[src/rtl/corelet_pkg.sv]
// Shared types and helpers for the corelet SFU stage.
package corelet_pkg;

    typedef enum logic [1:0] {
        IDLE  = 2'd0,
        ACC   = 2'd1,
        DRAIN = 2'd2
    } state_t;

    // Lane c of a packed vector lives at [c*bw +: bw].
    function automatic int unsigned lane_lo(input int unsigned lane, input int unsigned bw);
        return lane * bw;
    endfunction

endpackage

[src/rtl/corelet_sfu_lane.sv]
// One SFU lane: signed accumulate add plus ReLU on the drain path.
// CORELET_SFU_SAT_EN selects a saturating add; otherwise the add wraps.
module sfu_lane #(
    parameter int unsigned PSUM_BW = 16
) (
    input  logic [PSUM_BW-1:0] acc_a,
    input  logic [PSUM_BW-1:0] acc_b,
    output logic [PSUM_BW-1:0] sum_c,
    input  logic [PSUM_BW-1:0] rd_val,
    input  logic               relu_en,
    output logic [PSUM_BW-1:0] rd_out_c
);

`ifdef CORELET_SFU_SAT_EN
    localparam int unsigned EW = PSUM_BW + 1;

    logic signed [EW-1:0] wide;

    // One guard bit: top two bits disagreeing means the add overflowed.
    always_comb begin
        wide = EW'($signed(acc_a)) + EW'($signed(acc_b));
        if (wide[EW-1] != wide[EW-2]) begin
            sum_c = wide[EW-1] ? {1'b1, {(PSUM_BW-1){1'b0}}}
                               : {1'b0, {(PSUM_BW-1){1'b1}}};
        end else begin
            sum_c = wide[PSUM_BW-1:0];
        end
    end
`else
    always_comb begin
        sum_c = acc_a + acc_b;
    end
`endif

    always_comb begin
        rd_out_c = (relu_en && rd_val[PSUM_BW-1]) ? '0 : rd_val;
    end

endmodule

[src/rtl/corelet_sfu.sv]
// Accumulating special-function stage between OFIFO and PSUM SRAM write port.
// Build option CORELET_SFU_SAT_EN makes the lane adds saturate instead of wrap.
module corelet_sfu
    import corelet_pkg::*;
#(
    parameter int unsigned COL     = 8,
    parameter int unsigned PSUM_BW = 16,
    parameter int unsigned DEPTH   = 16,
    parameter int unsigned PASS_BW = 8
) (
    input  logic                     clk,
    input  logic                     reset,
    input  logic                     start,
    input  logic [PASS_BW-1:0]       cfg_passes,
    input  logic                     cfg_relu,
    input  logic                     in_valid,
    output logic                     in_ready,
    input  logic [COL*PSUM_BW-1:0]   in_data,
    output logic                     out_valid,
    input  logic                     out_ready,
    output logic [COL*PSUM_BW-1:0]   out_data,
    output logic                     busy,
    output logic                     done
);

    localparam int unsigned VW = COL * PSUM_BW;
    localparam int unsigned AW = (DEPTH > 1) ? $clog2(DEPTH) : 1;
    localparam logic [AW-1:0] LAST = AW'(DEPTH - 1);

    state_t             state_q, state_d;
    logic [AW-1:0]      wr_addr_q, wr_addr_d;
    logic [AW-1:0]      rd_addr_q, rd_addr_d;
    logic [PASS_BW-1:0] pass_q, pass_d;
    logic [PASS_BW-1:0] k_last_q, k_last_d;
    logic               relu_q, relu_d;

    logic               in_ready_d, out_valid_d, busy_d, done_d;
    logic [VW-1:0]      out_data_d;

    logic [VW-1:0]      mem_q [DEPTH];
    logic [VW-1:0]      sum_vec;
    logic [VW-1:0]      rd_vec;
    logic               in_fire, out_fire;

    assign in_fire  = in_valid & in_ready;
    assign out_fire = out_valid & out_ready;

    for (genvar c = 0; c < COL; c++) begin : g_lane
        localparam int unsigned LO = lane_lo(c, PSUM_BW);
        sfu_lane #(.PSUM_BW(PSUM_BW)) u_lane (
            .acc_a    (mem_q[wr_addr_q][LO +: PSUM_BW]),
            .acc_b    (in_data[LO +: PSUM_BW]),
            .sum_c    (sum_vec[LO +: PSUM_BW]),
            .rd_val   (mem_q[rd_addr_d][LO +: PSUM_BW]),
            .relu_en  (relu_q),
            .rd_out_c (rd_vec[LO +: PSUM_BW])
        );
    end

    // Next-state and counter logic.
    always_comb begin
        state_d   = state_q;
        wr_addr_d = wr_addr_q;
        rd_addr_d = rd_addr_q;
        pass_d    = pass_q;
        k_last_d  = k_last_q;
        relu_d    = relu_q;
        done_d    = 1'b0;
        case (state_q)
            IDLE: begin
                if (start) begin
                    state_d   = ACC;
                    wr_addr_d = '0;
                    pass_d    = '0;
                    relu_d    = cfg_relu;
                    k_last_d  = (cfg_passes == '0) ? '0 : cfg_passes - PASS_BW'(1);
                end
            end
            ACC: begin
                if (in_fire) begin
                    if (wr_addr_q == LAST) begin
                        wr_addr_d = '0;
                        pass_d    = pass_q + PASS_BW'(1);
                        if (pass_q == k_last_q) begin
                            state_d   = DRAIN;
                            rd_addr_d = '0;
                        end
                    end else begin
                        wr_addr_d = wr_addr_q + AW'(1);
                    end
                end
            end
            DRAIN: begin
                if (out_fire) begin
                    if (rd_addr_q == LAST) begin
                        state_d   = IDLE;
                        rd_addr_d = '0;
                        done_d    = 1'b1;
                    end else begin
                        rd_addr_d = rd_addr_q + AW'(1);
                    end
                end
            end
            default: state_d = IDLE;
        endcase
    end

    // Registered outputs are decoded from the next state; out_data preloads buf[rd_addr_d].
    always_comb begin
        in_ready_d  = (state_d == ACC);
        out_valid_d = (state_d == DRAIN);
        busy_d      = (state_d != IDLE);
        out_data_d  = out_valid_d ? rd_vec : '0;
    end

    always_ff @(posedge clk or negedge reset) begin
        if (!reset) begin
            state_q   <= IDLE;
            wr_addr_q <= '0;
            rd_addr_q <= '0;
            pass_q    <= '0;
            k_last_q  <= '0;
            relu_q    <= 1'b0;
            in_ready  <= 1'b0;
            out_valid <= 1'b0;
            out_data  <= '0;
            busy      <= 1'b0;
            done      <= 1'b0;
        end else begin
            state_q   <= state_d;
            wr_addr_q <= wr_addr_d;
            rd_addr_q <= rd_addr_d;
            pass_q    <= pass_d;
            k_last_q  <= k_last_d;
            relu_q    <= relu_d;
            in_ready  <= in_ready_d;
            out_valid <= out_valid_d;
            out_data  <= out_data_d;
            busy      <= busy_d;
            done      <= done_d;
        end
    end

    // Tile buffer holds no reset; every entry is loaded on pass 0 before use.
    always_ff @(posedge clk) begin
        if (in_fire) begin
            mem_q[wr_addr_q] <= (pass_q == '0) ? in_data : sum_vec;
        end
    end

endmodule

[config.mk]
export PLATFORM = sky130hd
export DESIGN_NAME = corelet_sfu
export DESIGN_NICKNAME = d
export VERILOG_FILES = /design/src/rtl/corelet_pkg.sv /design/src/rtl/corelet_sfu_lane.sv /design/src/rtl/corelet_sfu.sv
export SDC_FILE = /design/constraint.sdc
export NUM_CORES = 2
export LEC_CHECK = 0
export BUFFER_PORTS_ARGS = -buffer_cell sky130_fd_sc_hd__clkbuf_2
export CAP_MARGIN = 10
export CORE_MARGIN = 3
export CORE_UTILIZATION = 50
export DETAILED_ROUTE_END_ITERATION = 8
export PLACE_DENSITY = 0.67
export SLEW_MARGIN = 10
export SYNTH_ARGS = -nofsm -noshare
export SYNTH_HDL_FRONTEND = slang
export SYNTH_HIERARCHICAL = 1
export SYNTH_SLANG_ARGS = --single-unit
[constraint.sdc]
create_clock -name clk -period 23.3 [get_ports clk]
set_input_delay 5.825 -clock clk [delete_from_list [all_inputs] [get_ports clk]]
set_output_delay 5.825 -clock clk [all_outputs]
set_load 0.005 [all_outputs]
==> flow_summary_export.csv <==
group,metric,value,unit
clock_network,numCtsBuffers,225,
timing,min_period,11130,ps
critical_path,start_kind,"primary input",
clock_network,post_cts_buffers,0,
critical_path,cp_cell_sequence,"clkbuf_2 -> nand3_1 -> nor2_4 -> buf_4 -> a31oi_1 -> nor2_4 -> inv_8 -> buf_4 -> buf_4 -> buf_12 -> a2111oi_0 -> a211oi_1 -> o22a_1 -> nand2_1 -> and2_1 -> and2_1",
routing,routed_via_density,7.33,
timing,setup_viol,0,
critical_path,cp_max_fo,188,
synth,syn_area,0.111,mm²
critical_path,critPathRequiredTime,24060,ps
timing,rsz0062_at_grt,"false",
synth,synth-async-reset-ratio,7.20,%
clock_network,clock_sinks,2207,
timing,final.period_utilization,47.8,%
timing,fin_skew,56.6,ps
floorplanning,start_util,50.4,%
floorplanning,core-area,0.220,mm²
grt,antenna_found_initial,11,
critical_path,cpPeakStageDelay,740,ps
synth,ys_warn_count,6,
floorplanning,design.die.area,0.227,mm²
floorplanning,die_w,477,µm
placement,port_buffers,273,
synth,synthXorXnorAreaFrac,0.957,%
routing,postRouteAntennaNets,0,
final_layout,num-fill-cells,17200,
synth,synth_mux_area_share,16.1,%
run_status,status,"finished clean",
clock_network,cts.clk_slew.worst_paths,60,ps
power_and_ir_drop,vdd_drop_max,96.0,µV
power_and_ir_drop,powerDensity,133,mW/mm²
placement,dp_hpwl,196000,µm
grt,grt_max_degree,189,
synth,synth_edf_count,2048,
grt,grt_pass1_vias,77000,
synth,synth_nets,7822,
final_layout,post-route-util,55.5,%
power_and_ir_drop,leakagePower,39.8,nW
critical_path,crit_buf_inv,6,
critical_path,slowest_stage,"buf_4",
clock_network,cts_tree,"yes",
synth,ys_types,71,
synth,ys.flop_type,"edfxtp_1",
clock_network,hold_buffers,0,
timing,slew_headroom,11.5,%
synth,synth_top_family_by_area,"multiplexers",
grt,grtUsageTotal,31.9,%
routing,totalWireLength,371000,µm
clock_network,cts_max_level,4,
routing,vias,77800,
timing,worst_slew_pin_slew,1320,ps
min_path,hp-class,"reg2reg",
clock_network,insertion_delay,880,ps
critical_path,cpLargestDelayFamily,"buffers and inverters",
final_layout,final_nets,7734,
floorplanning,rows,172,
timing,finalSetupTns,0,ps
timing,slew_violations,0,
timing,hold_viol,0,
clock_network,ctsResizeCount,0,
synth,ys_seq_area_share,59.1,%
synth,synth_compound_area_share,13.2,%
floorplanning,ios,274,
final_layout,final_cell_mix,"2,048 x edfxtp_1, 653 x mux4_2, 391 x a21oi_1",
final_layout,area_growth_syn_to_layout,10.3,%
timing,fmax,89.9,MHz
synth,syn_inst,7540,
synth,avgSynthCellArea,14.7,µm²
final_layout,layout_commonest_cell,"edfxtp_1",
final_layout,drive_above_1_share,21.9,%
job,max_cap_violations,0,
synth,ys_ff_latch,2207,
synth,synth-adder-area-share,1.64,%
synth,yosys.area_share.simple,6.24,%
placement,routabilityCongestion,0.857,
critical_path,end_kind,"flip-flop",
grt,grt_overflow,0,
critical_path,worstSetupPathType,"in2reg",
clock_network,clockRootBuffer,"clkbuf_16",
clock_network,clockBufferDepth,3,
routing,drt-pass1-iter-count,6,
routing,drt-wirelength-per-cell,34.9,µm
grt,grt_pass1_wl,535000,µm
critical_path,crit_path_frequent_cell,"buf_4",
critical_path,crit_arrival,11890,ps
floorplanning,die_h,477,µm
routing,drc,0,
routing,drt_iter0_markers,11900,
[final cells by class]
class / instances / area (µm²) / share of cell area [%]
Inverter: 17 / 93.8 / 0.0768
Multi-Input combinational cell: 4583 / 42500 / 34.8
Sequential cell: 2207 / 65500 / 53.6
Timing Repair Buffer: 418 / 2770 / 2.26
Clock inverter: 135 / 1400 / 1.15
Clock buffer: 294 / 6190 / 5.07
Antenna cell: 6 / 15.0 / 0.0123
Tap cell: 2958 / 3700 / 3.03
[per-layer routing]
| layer | part of all wire [%] | GRT usage (%) | wire [µm] |
|---|---|---|---|
| met2 | 45 | 48.8 | 167000 |
| met3 | 14 | 7.99 | 50600 |
| met5 | 0.015 | 0 | 57 |
| met1 | 37 | 43.6 | 135000 |
| met4 | 4.8 | 14.0 | 17700 |
[sequential cells by signal, summed over array words and instances, names as in the netlist, 2 cells and up]
name	flops
out_data	128
wr_addr_q	4
rd_addr_q	4
state_q	2
mem_q	2048
pass_q	8
k_last_q	8
[cell families (layout without fill, tap and decap cells)]
| logic type | after synthesis | in the layout |
|---|---|---|
| XOR/XNOR | 121 | 121 |
| flip-flops | 2207 | 2207 |
| multiplexers | 946 | 946 |
| AO/OA/AOI/OAI | 2087 | 2087 |
| adder cells (fa/ha/maj) | 140 | 140 |
| other | 0 | 6 |
| buffers and inverters | 750 | 864 |
| AND/OR/NAND/NOR | 1289 | 1289 |
[final timing paths]
check                                              start                  endpoint  slack, ps  cells after the start
max in group asynchronous                          reset  wr_addr_q[1]$_DFFE_PN0P_      16880                      2
worst max register to register  wr_addr_q[1]$_DFFE_PN0P_    out_data[50]$_DFF_PN0_      16150                     16
worst max-delay path                            in_valid    out_data[50]$_DFF_PN0_      12170                     16
worst min-delay path             k_last_q[6]$_DFFE_PN0P_   k_last_q[6]$_DFFE_PN0P_        500                      2
worst min register to register   k_last_q[6]$_DFFE_PN0P_   k_last_q[6]$_DFFE_PN0P_        500                      2
min in group asynchronous                          reset    out_data[24]$_DFF_PN0_       4930                      1
[cells in the mapped netlist (16+ instances only)]
| cell type | count | area share, % |
|---|---|---|
| a2111oi_0 | 48 | 0.38 |
| a211o_1 | 22 | 0.17 |
| o211ai_2 | 16 | 0.18 |
| clkbuf_1 | 494 | 1.7 |
| a22o_1 | 80 | 0.63 |
| buf_1 | 73 | 0.25 |
| mux4_2 | 653 | 13 |
| xor2_1 | 61 | 0.48 |
| edfxtp_1 | 2048 | 56 |
| nand4_1 | 22 | 0.12 |
| o21ai_0 | 371 | 1.7 |
| a32o_1 | 70 | 0.63 |
| and3_1 | 213 | 1.2 |
| dfrtp_1 | 159 | 3.6 |
| a221oi_1 | 28 | 0.22 |
| mux2_2 | 129 | 1.3 |
| a32oi_1 | 325 | 2.6 |
| mux2i_1 | 164 | 1.5 |
| and2_1 | 249 | 1.4 |
| o21ai_1 | 36 | 0.16 |
| nand2_1 | 387 | 1.3 |
| a211oi_1 | 323 | 2.2 |
| nor2_1 | 52 | 0.18 |
| nor3_2 | 24 | 0.22 |
| nand3_1 | 231 | 1.0 |
| a31oi_1 | 22 | 0.12 |
| o22a_1 | 22 | 0.17 |
| o221ai_1 | 23 | 0.18 |
| a311oi_1 | 33 | 0.26 |
| a21oi_1 | 391 | 1.8 |
| o22ai_1 | 88 | 0.50 |
| ha_1 | 132 | 1.5 |
| buf_2 | 150 | 0.68 |
| nor3_1 | 18 | 0.081 |
| a21o_1 | 43 | 0.29 |
| o21a_1 | 80 | 0.54 |
| xnor2_1 | 60 | 0.47 |
[report_power, final]
| group | switching (mW) | total (mW) | internal (mW) |
|---|---|---|---|
| Clock | 1.58 | 3.71 | 2.13 |
| Combinational | 4.14 | 6.60 | 2.46 |
| Sequential | 0.128 | 5.99 | 5.86 |
[stage by stage]
stage               std cells  hold slack (ps)  power, mW  cell area (µm²)  setup slack, ps
global route            10600              544       17.0           122000            12010
CTS                     10600              509       16.2           122000            12360
global placement        10200              488       12.4           115000            11510
floorplan                7540              469       10.7           111000             7900
detailed placement      10200              495       12.5           115000            11430
finish                  10600              502       16.3           122000            12170
[worst min-delay path, cell delays in order, from the launching register on]
cell and delay, ps:
dfrtp_1 360, nand2_1 50, o21ai_0 60
No activity file was read; power rests on OpenSTA's default activity.
